## src/rtl/ppm_frame_encoder_m_pkg.sv

```systemverilog
// Shared types and helpers for the L-PPM frame encoder.
// One-hot state encoding plus default framing patterns.
package ppm_frame_encoder_m_pkg;

  localparam int ST_IDLE_B = 0;
  localparam int ST_LOAD_B = 1;
  localparam int ST_SOF_B  = 2;
  localparam int ST_DATA_B = 3;
  localparam int ST_EOF_B  = 4;

  typedef enum logic [4:0] {
    ST_IDLE = 5'b00001,
    ST_LOAD = 5'b00010,
    ST_SOF  = 5'b00100,
    ST_DATA = 5'b01000,
    ST_EOF  = 5'b10000
  } state_t;

  localparam logic [3:0] SOF_DEF = 4'b0111;
  localparam logic [3:0] EOF_DEF = 4'b1101;

  function automatic int sym_per_byte(input int m);
    return 8 / m;
  endfunction

  function automatic int max3(input int a, input int b, input int c);
    int r;
    r = (a > b) ? a : b;
    return (r > c) ? r : c;
  endfunction

endpackage

```

## src/rtl/ppm_frame_encoder_m_if.sv

```systemverilog
// Byte load port of the PPM frame encoder.
// Plain valid/ready handshake with a frame-end marker.
interface ppm_frame_encoder_m_if;
  logic       in_valid;
  logic       in_ready;
  logic [7:0] in_data;
  logic       in_last;

  modport master (
    output in_valid,
    output in_data,
    output in_last,
    input  in_ready
  );

  modport slave (
    input  in_valid,
    input  in_data,
    input  in_last,
    output in_ready
  );
endinterface

```

## src/rtl/ppm_frame_encoder_m_slot_serialiser.sv

```systemverilog
// Slot timer and symbol shaper: one strobe emits a 2^M-slot PPM symbol,
// or a single pattern slot when pat_mode is set (level = sym MSB).
module ppm_slot_serialiser #(
  parameter int M           = 2,
  parameter int SLOT_CYCLES = 4
) (
  input  logic         clk,
  input  logic         rst_n,
  input  logic         sym_strobe,
  input  logic         pat_mode,
  input  logic [M-1:0] sym,
  output logic         line,
  output logic         sym_done
);

  localparam int CW = (SLOT_CYCLES > 1) ? $clog2(SLOT_CYCLES) : 1;
  localparam logic [CW-1:0] CYC_LAST = CW'(SLOT_CYCLES - 1);

  logic          act_q, act_d;
  logic          pat_q, pat_d;
  logic          line_q, line_d;
  logic [M-1:0]  sym_q, sym_d;
  logic [M-1:0]  slot_q, slot_d;
  logic [M-1:0]  slot_nx;
  logic [CW-1:0] cyc_q, cyc_d;
  logic          slot_end;

  assign slot_end = act_q && (cyc_q == CYC_LAST);
  assign sym_done = slot_end && (pat_q || (slot_q == '1));
  assign slot_nx  = slot_q + M'(1);

  always_comb begin
    act_d  = act_q;
    pat_d  = pat_q;
    sym_d  = sym_q;
    slot_d = slot_q;
    cyc_d  = cyc_q;
    line_d = line_q;
    if (sym_strobe) begin
      act_d  = 1'b1;
      pat_d  = pat_mode;
      sym_d  = sym;
      cyc_d  = '0;
      slot_d = '0;
      line_d = pat_mode ? sym[M-1] : (sym != '0);
    end else if (slot_end) begin
      cyc_d = '0;
      if (sym_done) begin
        act_d  = 1'b0;
        line_d = 1'b1;
      end else begin
        slot_d = slot_nx;
        line_d = (slot_nx != sym_q);
      end
    end else if (act_q) begin
      cyc_d = cyc_q + CW'(1);
    end
  end

  always_ff @(posedge clk or negedge rst_n) begin
    if (!rst_n) begin
      act_q  <= 1'b0;
      pat_q  <= 1'b0;
      sym_q  <= '0;
      slot_q <= '0;
      cyc_q  <= '0;
      line_q <= 1'b1;
    end else begin
      act_q  <= act_d;
      pat_q  <= pat_d;
      sym_q  <= sym_d;
      slot_q <= slot_d;
      cyc_q  <= cyc_d;
      line_q <= line_d;
    end
  end

  assign line = line_q;

endmodule

```

## src/rtl/ppm_frame_encoder_m.sv

```systemverilog
// L-PPM frame transmitter: buffers a byte frame, then sends
// SOF pattern, 2^M-slot data symbols and EOF pattern on dout.
module ppm_frame_encoder_m
  import ppm_frame_encoder_m_pkg::*;
#(
  parameter int BITS_PER_SYM = 2,
  parameter int SLOT_CYCLES  = 4,
  parameter int MAX_BYTES    = 16,
  parameter int SOF_SLOTS    = 4,
  parameter logic [SOF_SLOTS-1:0] SOF_PATTERN = SOF_DEF,
  parameter int EOF_SLOTS    = 4,
  parameter logic [EOF_SLOTS-1:0] EOF_PATTERN = EOF_DEF,
  localparam int BW = $clog2(MAX_BYTES + 1)
) (
  input  logic                  clk,
  input  logic                  rst_n,
  ppm_frame_encoder_m_if.slave  ld,
  output logic                  busy,
  output logic                  frame_done,
  output logic [BW-1:0]         byte_cnt,
  output logic                  dout
);

  localparam int M   = BITS_PER_SYM;
  localparam int SPB = sym_per_byte(M);
  localparam int AW  = (MAX_BYTES > 1) ? $clog2(MAX_BYTES) : 1;
  localparam int SW  = max3(8, SOF_SLOTS, EOF_SLOTS);
  localparam int IW  = $clog2(max3(SPB, SOF_SLOTS, EOF_SLOTS) + 1);

  // Patterns and bytes are left-aligned so the next slot/symbol is always at the top.
  localparam logic [SW-1:0] SOF_ALN = SW'(SOF_PATTERN) << (SW - SOF_SLOTS);
  localparam logic [SW-1:0] EOF_ALN = SW'(EOF_PATTERN) << (SW - EOF_SLOTS);
  localparam logic [IW-1:0] SOF_N   = IW'(SOF_SLOTS);
  localparam logic [IW-1:0] EOF_N   = IW'(EOF_SLOTS);
  localparam logic [IW-1:0] SPB_N   = IW'(SPB);
  localparam logic [BW-1:0] FULL_M1 = BW'(MAX_BYTES - 1);

  state_t        state_q, state_d;
  logic [IW-1:0] idx_q, idx_d;
  logic [BW-1:0] rd_q, rd_d;
  logic [BW-1:0] cnt_q, cnt_d;
  logic [SW-1:0] sh_q, sh_d;
  logic          busy_q, busy_d;
  logic          done_q, done_d;
  logic          rdy_q, rdy_d;
  logic [7:0]    mem_q [MAX_BYTES];

  logic [SW-1:0] nxt;
  logic [SW-1:0] rd_aln;
  logic [M-1:0]  sym;
  logic          strobe, pmode;
  logic          accept, last_acc;
  logic          sym_done, line;

  assign accept   = rdy_q & ld.in_valid;
  assign last_acc = accept & (ld.in_last | (cnt_q == FULL_M1));
  assign rd_aln   = SW'(mem_q[rd_q[AW-1:0]]) << (SW - 8);
  assign sym      = nxt[SW-1 -: M];

  always_comb begin
    state_d = state_q;
    idx_d   = idx_q;
    rd_d    = rd_q;
    cnt_d   = cnt_q;
    done_d  = 1'b0;
    nxt     = sh_q;
    strobe  = 1'b0;
    pmode   = 1'b0;
    unique case (1'b1)
      state_q[ST_IDLE_B], state_q[ST_LOAD_B]: begin
        if (accept) begin
          cnt_d   = cnt_q + BW'(1);
          state_d = ST_LOAD;
          if (last_acc) begin
            state_d = ST_SOF;
            nxt     = SOF_ALN;
            strobe  = 1'b1;
            pmode   = 1'b1;
            idx_d   = IW'(1);
          end
        end
      end
      state_q[ST_SOF_B]: begin
        if (sym_done) begin
          strobe = 1'b1;
          if (idx_q == SOF_N) begin
            state_d = ST_DATA;
            nxt     = rd_aln;
            rd_d    = rd_q + BW'(1);
            idx_d   = IW'(1);
          end else begin
            pmode = 1'b1;
            idx_d = idx_q + IW'(1);
          end
        end
      end
      state_q[ST_DATA_B]: begin
        if (sym_done) begin
          strobe = 1'b1;
          if (idx_q != SPB_N) begin
            idx_d = idx_q + IW'(1);
          end else if (rd_q == cnt_q) begin
            state_d = ST_EOF;
            nxt     = EOF_ALN;
            pmode   = 1'b1;
            idx_d   = IW'(1);
          end else begin
            nxt   = rd_aln;
            rd_d  = rd_q + BW'(1);
            idx_d = IW'(1);
          end
        end
      end
      state_q[ST_EOF_B]: begin
        if (sym_done) begin
          if (idx_q == EOF_N) begin
            state_d = ST_IDLE;
            done_d  = 1'b1;
            cnt_d   = '0;
            rd_d    = '0;
            idx_d   = '0;
          end else begin
            strobe = 1'b1;
            pmode  = 1'b1;
            idx_d  = idx_q + IW'(1);
          end
        end
      end
      default: state_d = ST_IDLE;
    endcase
    sh_d = sh_q;
    if (strobe) sh_d = pmode ? (nxt << 1) : (nxt << M);
  end

  // in_ready stays low through the frame_done cycle.
  always_comb begin
    rdy_d  = (state_q[ST_IDLE_B] | state_q[ST_LOAD_B]) &
             (state_d[ST_IDLE_B] | state_d[ST_LOAD_B]);
    busy_d = ~state_d[ST_IDLE_B];
  end

  always_ff @(posedge clk or negedge rst_n) begin
    if (!rst_n) begin
      state_q <= ST_IDLE;
      idx_q   <= '0;
      rd_q    <= '0;
      cnt_q   <= '0;
      sh_q    <= '0;
      busy_q  <= 1'b0;
      done_q  <= 1'b0;
      rdy_q   <= 1'b0;
    end else begin
      state_q <= state_d;
      idx_q   <= idx_d;
      rd_q    <= rd_d;
      cnt_q   <= cnt_d;
      sh_q    <= sh_d;
      busy_q  <= busy_d;
      done_q  <= done_d;
      rdy_q   <= rdy_d;
    end
  end

  always_ff @(posedge clk) begin
    if (accept) mem_q[cnt_q[AW-1:0]] <= ld.in_data;
  end

  ppm_slot_serialiser #(
    .M           (M),
    .SLOT_CYCLES (SLOT_CYCLES)
  ) u_ser (
    .clk        (clk),
    .rst_n      (rst_n),
    .sym_strobe (strobe),
    .pat_mode   (pmode),
    .sym        (sym),
    .line       (line),
    .sym_done   (sym_done)
  );

  assign ld.in_ready = rdy_q;
  assign busy        = busy_q;
  assign frame_done  = done_q;
  assign byte_cnt    = cnt_q;
  assign dout        = line;

endmodule

```

## src/flat_wrapper.sv

```systemverilog
// flat-port wrapper written by rule: the top's interface ports become plain ports
module ppm_frame_encoder_m_flat import ppm_frame_encoder_m_pkg::*;
#(
  parameter int BITS_PER_SYM = 2,
  parameter int SLOT_CYCLES  = 4,
  parameter int MAX_BYTES    = 16,
  parameter int SOF_SLOTS    = 4,
  parameter logic [SOF_SLOTS-1:0] SOF_PATTERN = SOF_DEF,
  parameter int EOF_SLOTS    = 4,
  parameter logic [EOF_SLOTS-1:0] EOF_PATTERN = EOF_DEF,
  localparam int BW = $clog2(MAX_BYTES + 1)
)
  (clk, rst_n, busy, frame_done, byte_cnt, dout, ld_in_valid, ld_in_data, ld_in_last, ld_in_ready);
  ppm_frame_encoder_m_if ld_i ();
  input  logic clk;
  input  logic rst_n;
  output logic busy;
  output logic frame_done;
  output logic [BW-1:0] byte_cnt;
  output logic dout;
  input wire logic [$bits(ld_i.in_valid)-1:0] ld_in_valid;
  input wire logic [$bits(ld_i.in_data)-1:0] ld_in_data;
  input wire logic [$bits(ld_i.in_last)-1:0] ld_in_last;
  output wire logic [$bits(ld_i.in_ready)-1:0] ld_in_ready;
  assign ld_i.in_valid = ld_in_valid;
  assign ld_i.in_data = ld_in_data;
  assign ld_i.in_last = ld_in_last;
  assign ld_in_ready = ld_i.in_ready;
  ppm_frame_encoder_m #(.BITS_PER_SYM(BITS_PER_SYM), .SLOT_CYCLES(SLOT_CYCLES), .MAX_BYTES(MAX_BYTES), .SOF_SLOTS(SOF_SLOTS), .SOF_PATTERN(SOF_PATTERN), .EOF_SLOTS(EOF_SLOTS), .EOF_PATTERN(EOF_PATTERN)) u_core (.clk(clk), .rst_n(rst_n), .ld(ld_i), .busy(busy), .frame_done(frame_done), .byte_cnt(byte_cnt), .dout(dout));
endmodule
```

## config.mk

```make
export PLATFORM = sky130hd
export DESIGN_NAME = ppm_frame_encoder_m_flat
export DESIGN_NICKNAME = d
export VERILOG_FILES = /design/src/rtl/ppm_frame_encoder_m_pkg.sv /design/src/rtl/ppm_frame_encoder_m_if.sv /design/src/rtl/ppm_frame_encoder_m_slot_serialiser.sv /design/src/rtl/ppm_frame_encoder_m.sv /design/src/flat_wrapper.sv
export SDC_FILE = /design/constraint.sdc
export NUM_CORES = 1
export LEC_CHECK = 0
export CORE_MARGIN = 2
export CORE_UTILIZATION = 45
export DETAILED_ROUTE_END_ITERATION = 10
export GPL_ROUTABILITY_DRIVEN = 1
export GPL_TIMING_DRIVEN = 0
export PLACE_DENSITY = 0.68
export SYNTH_ARGS = -nofsm -noshare
export SYNTH_HDL_FRONTEND = slang
export SYNTH_SLANG_ARGS = --single-unit
```

## constraint.sdc

```tcl
create_clock -name clk -period 2.8 [get_ports clk]
set_input_delay 0.56 -clock clk [delete_from_list [all_inputs] [get_ports clk]]
set_output_delay 0.56 -clock clk [all_outputs]
set_load 0.03 [all_outputs]
```

======== Yosys cells after proc, flatten, opt, wreduce, memory -nomap -nowiden ========
Memory sizes are Yosys's and may differ from the RTL's.
Cells that the tools add are included.
W data, S select, Z words.
operators by class
  add/sub/neg operators ................... 5
  equality and inequality tests ........... 17
  muxes and demuxes ....................... 66
  bitwise logic cells ..................... 7
  reduce and logical (&&, ||, !) cells .... 18
operators by type and width
  kind                   count
  $mux W5                15
  $mux W8                8
  $mux W3                9
  $pmux W8 S3            1
  $mux W1                20
  $pmux W5 S4            1
  $pmux W5 S3            1
  $ne A2 B2 Y1 const B   7
  $mux W2                6
  $pmux W3 S4            1
  $add A5 B1 Y5 const B  2
  $pmux W5 S2            1
  $reduce_and A8 Y1      1
  $reduce_bool A2 Y1     4
  $ne A2 B1 Y1 const B   3
  $pmux W1 S3            2
  $reduce_and A6 Y1      1
  $reduce_bool A3 Y1     2
  $reduce_or A2 Y1       3
  $eq A5 B4 Y1 const B   1
  $eq A5 B5 Y1           1
  $add A2 B1 Y2 const B  2
  $eq A2 B2 Y1 const B   2
  $mux W4                1
  other kinds (12)       18
word-level totals
  register bits after elaboration ......... 38
  RAM bits ................................ 128
  input port bits ......................... 12
  output and inout port bits .............. 9
  word-level logic and storage cells ...... 128
  memories ................................ 1
memories
  memory        depth  width  rd ports  clocked after Yosys merged registers in  write ports  RTL line                   RTL
  u_core.mem_q  16     8      1         0                                        1            ppm_frame_encoder_m.sv:46  logic [7:0] mem_q [MAX_BYTES];

======== Logic depth before layout (Yosys ltp) ========
  word-level depth ........................ 9
  depth in mapped cells ................... 10

======== Hierarchy ========
Synthesis repeated with hierarchy kept, for this count alone.
second synthesis, totals
  cell total of the unflattened synthesis .. 471
  area, all modules ....................... 7,258.2 µm²
by module, submodules not included
  module               times used  cells an instance  area each (µm²)  sequential area each (µm²)
  ppm_frame_encoder_m  1           435                6,817.8          4,545.6
  ppm_slot_serialiser  1           36                 440.4            226.5

======== Worst setup path after synthesis ========
Ideal clock, no wire load.
  path kind ............................... reg-to-reg
  start point ............................. register u_core.cnt_q[0] (netlist: u_core.byte_cnt[0])
  end point ............................... register u_core.sh_q[6]
  library setup time ...................... 126 ps
  data arrival time ....................... 2,530 ps
  data required time ...................... 2,674 ps
  slack ................................... 144 ps
  cell stages (with the launch flop) ...... 9
  buffers on the path ..................... 0
  clock period less this slack ............ 2,656 ps
  cell sequence ........................... dfrtp_1 ha_1 and3_1 ha_1 o211ai_1 nor2_1 or4_4 a211oi_1 nor3_1
on the way
  longest elaborated chain between the ends .. 7
RTL lines
  item                                        RTL line                    RTL
  start: declaration                          ppm_frame_encoder_m.sv:41   logic [BW-1:0] cnt_q, cnt_d;
  start signal: assignment                    ppm_frame_encoder_m.sv:156  cnt_q <= cnt_d;
  $eq A5 B4 Y1                                ppm_frame_encoder_m.sv:56   assign last_acc = accept & (ld.in_last | (cnt_q == FULL_M1));
  $or A1 B1 Y1                                ppm_frame_encoder_m.sv:56
  $and A1 B1 Y1                               ppm_frame_encoder_m.sv:56
  $mux W8 or $mux W1 (tied branches)          ppm_frame_encoder_m.sv:74   if (last_acc) begin
  $mux W8 or $mux W1 (tied branches)          ppm_frame_encoder_m.sv:71   if (accept) begin
  $pmux W8 S3 or $pmux W1 S3 (tied branches)  ppm_frame_encoder_m.sv:69   unique case (1'b1)
  $mux W8                                     ppm_frame_encoder_m.sv:132  if (strobe) sh_d = pmode ? (nxt << 1) : (nxt << M);
  end signal: assignment                      ppm_frame_encoder_m.sv:148  sh_q <= '0;
  end signal: assignment                      ppm_frame_encoder_m.sv:157  sh_q <= sh_d;
  end: declaration                            ppm_frame_encoder_m.sv:42   logic [SW-1:0] sh_q, sh_d;
Parallel ways exist; a longest one is shown, timed or not.
A chain may end at the register's enable or synchronous reset.

======== Final worst setup path ========
  start point ............................. register u_core.rd_q[1]
  end point ............................... register u_core.sh_q[6]
on the way
  longest elaborated chain between the ends .. 6
RTL lines
  item                                            RTL line                    RTL
  start: declaration                              ppm_frame_encoder_m.sv:40   logic [BW-1:0] rd_q, rd_d;
  start signal: assignment                        ppm_frame_encoder_m.sv:155  rd_q <= rd_d;
  $mem_v2 Z16 W8 or $eq A5 B5 Y1 (tied branches)  n/a
  $mux W8 or $mux W1 (tied branches)              ppm_frame_encoder_m.sv:102  end else if (rd_q == cnt_q) begin
  $mux W8 or $mux W1 (tied branches)              ppm_frame_encoder_m.sv:100  if (idx_q != SPB_N) begin
  $mux W8 or $mux W1 (tied branches)              ppm_frame_encoder_m.sv:98   if (sym_done) begin
  $pmux W8 S3 or $pmux W1 S3 (tied branches)      ppm_frame_encoder_m.sv:69
  $mux W8 (*)                                     ppm_frame_encoder_m.sv:132
Every way passes the cells marked *; elsewhere a longest branch is shown, timed or not.

==> reports/metrics.yaml <==
synth_top_family_by_area: "multiplexers"
worst_ep_arrival_time_ns: 2.99
status: "completed"
synthMuxAreaShare_pct: 13.6
p_leak_nw: 2.83
numCtsBuffers: 17
wl_um: 15100
synth_top_cell_area_share_pct: 53.0
drt-wirelength-per-cell_um: 20.6
syn_avg_cell_area_um2: 15.6
async_flop_share_pct: 22.4
start_util_pct: 45.8
synthSimpleGateAreaFrac_pct: 7.77
cts.sinks: 165
max_freq_mhz: 372
rsz0062_at_grt: "no"
post-route-drc-count: 0
slew_violations: 0
grt.overflow.total: 0
synth-compound-area-share_pct: 7.64
cts_tree: "done"
ys_seq_area_share_pct: 65.8
clkLatencyLatePin_ns: 0.43
highest_layer: "met4"
routed-wl-met2_um: 7410
synth_area_um2: 7250
finalNetCount: 527
io_buffers: 20
met1_length_um: 6520
synthXorXnorAreaFrac_pct: 1.33
path_clk_slew_ns: 0.06
slew_headroom_pct: 42.0
timing.final.setup_violations: 0
drtIter0Drc: 324
p_per_area_nw_per_um2: 771
hold_class: "primary input to async pin"
crit_fanout: 10
vias: 4122
die_x_um: 131
dieArea_um2: 17100
rows: 46
htree_levels: 4
criticalPathCategory: "flip-flop to flip-flop"
boundaryPins: 21
antenna_cells: 0
drtAntennaViolNets: 0
wl_met3_um: 716
finalHoldViolations: 0
grt.total_usage_pct: 19.1
synth_area_leaders: "edfxtp_1 53%, dfrtp_1 12%, mux4_2 9.0%, mux2i_1 2.3%, ha_1 1.7%"
synth_fa_ha_area_share_pct: 1.73
dp.cells: 701
required_ns: 3.11
synth-edff-count: 128
critPathLaunchType: "flip-flop"
gp_congestion: 0.830
drive_above_1_share_pct: 17.4
area_growth_pct: 14.6
tightest_slew_ns: 0.869
synth_fp_nets: 487
final_area_um2: 8310
ys.flop_type: "edfxtp_1"
post-route-period-util_pct: 95.9
grt_pass1_wl_um: 23200
antenna_found_initial: 0
root_buffer: "clkbuf_16"
yosysTopAreaCell: "edfxtp_1"
cp-end-kind: "flip-flop"
synth.distinct_cells: 61
stdcell_count: 733
vdd_drop_max_mv: 0.507
cap_violations: 0
clock_path_buffers: 2
yosysWarningCount: 0
skew_ns: 0.00887
dp_hpwl_um: 9680
core_area_um2: 15800
synth_seq_cells: 165
avgViaCountPerCell: 5.62
grt_start_max_net_pins: 38
grt_pass1_vias: 4160
syn_inst: 465
dr.pass1.iters: 4
min_period_ns: 2.69
die_height_um: 131
place_area_um2: 7720
area by class of cell:
cell class | instances | area (um^2)
Fill cell | 1287 | 7520
Sequential cell | 165 | 4770
Multi-Input combinational cell | 269 | 2330
Clock buffer | 18 | 429
Tap cell | 216 | 270
Timing Repair Buffer | 21 | 203
Clock inverter | 13 | 150
Buffer | 22 | 121
Inverter | 9 | 33.8
synthesized netlist by cell type, types with 9 or more instances:
cell	instances
a21oi_1	15
and2_1	18
dfrtp_1	35
edfxtp_1	128
ha_1	10
inv_1	9
mux2i_1	17
mux4_2	29
nand2_1	29
nor2_1	24
nor3_1	12
o21ai_0	17
power by group:
part / switching, W / total, W / internal [W] / leakage, nW
Sequential: 0.000126 / 0.00301 / 0.00288 / 1.60
Clock: 0.000964 / 0.00229 / 0.00133 / 0.281
Combinational: 0.000646 / 0.00111 / 0.000466 / 0.948
registers in the layout, summed over array words and instances (netlist names), 2 cells and up:
register             cells
u_core.byte_cnt          5
u_core.idx_q             3
u_core.mem_q           128
u_core.rd_q              5
u_core.sh_q              7
u_core.state_q           5
u_core.u_ser.cyc_q       2
u_core.u_ser.slot_q      2
u_core.u_ser.sym_q       2
metrics by stage:
step / hold WS [ns] / setup slack (ns) / total power [W] / TNS [ns] / util (%)
floorplan: 0.264 / 0.144 / 0.00380 / 0 / -
global placement: 0.495 / -0.130 / 0.00413 / -0.294 / 48.8
detailed placement: 0.506 / -0.129 / 0.00417 / -0.341 / 48.8
CTS: 0.254 / 0.000678 / 0.00644 / 0 / 52.5
global route: 0.305 / 0.00410 / 0.00668 / 0 / 52.5
finish: 0.230 / 0.114 / 0.00641 / 0 / 52.5
metal layers:
metal	track usage, %	vias up
met3	4.32	25
met2	31.0	99
li1	-	1905
met4	8.51	0
met1	24.8	2093
met5	0	-
cell usage in the layout, fill, tap and decap left out, types with 7 or more instances in the layout:
| master | synthesis | final |
|---|---|---|
| ha_1 | 10 | 10 |
| a21oi_1 | 15 | 15 |
| xnor2_1 | 7 | 7 |
| nor3_1 | 12 | 12 |
| dfrtp_1 | 35 | 35 |
| o21ai_0 | 17 | 17 |
| inv_1 | 9 | 9 |
| nor2_1 | 24 | 23 |
| buf_2 | 6 | 7 |
| edfxtp_1 | 128 | 128 |
| clkdlybuf4s50_1 | 0 | 19 |
| mux2i_1 | 17 | 17 |
| and2_1 | 18 | 18 |
| nand2_1 | 29 | 29 |
| clkbuf_16 | 0 | 17 |
| mux4_2 | 29 | 29 |
final timing paths:
| kind | end | from | depth (start not counted) | slack (ns) |
|---|---|---|---|---|
| worst max-delay path | u_core.sh_q[6] | u_core.rd_q[1] | 6 | 0.11 |
| worst min-delay path | u_core.ld.in_ready | rst_n | 1 | 0.23 |
| worst max register to register | u_core.sh_q[6] | u_core.rd_q[1] | 6 | 0.11 |
| worst min register to register | u_core.idx_q[1] | u_core.idx_q[1] | 2 | 0.51 |
| max in group asynchronous | u_core.sh_q[5] | rst_n | 1 | 2.05 |
| min in group clk | u_core.idx_q[1] | u_core.idx_q[1] | 2 | 0.51 |
logic make-up (layout without fill, tap and decap cells):
logic type,after synthesis,after routing
AOI/OAI and AO/OA,81,81
DFF,165,165
adders and majority gates,10,10
muxes,55,55
buffers and inverters,31,83
and+or+nand+nor,112,112
xor gates and xnor gates,11,11
timing repair:
| action | 4_1_cts | 5_1_grt |
|---|---|---|
| hold buffers | 0 | 0 |
| pin swaps | 1 | 1 |
| gates resized for setup | 0 | 2 |
| endpoints found under the setup margin | 5 | 5 |
| hold endpoints to repair | 0 | 0 |
| setup buffers | 1 | 0 |
worst max-delay path, cell delays in order, from the launching register on:
cell      delay (ns)
dfrtp_1         0.34
buf_2           0.22
buf_1           0.67
mux4_2          0.43
mux4_2          0.53
a211oi_1        0.27
nor3_1          0.09
Power figures use the tool's default switching activity.
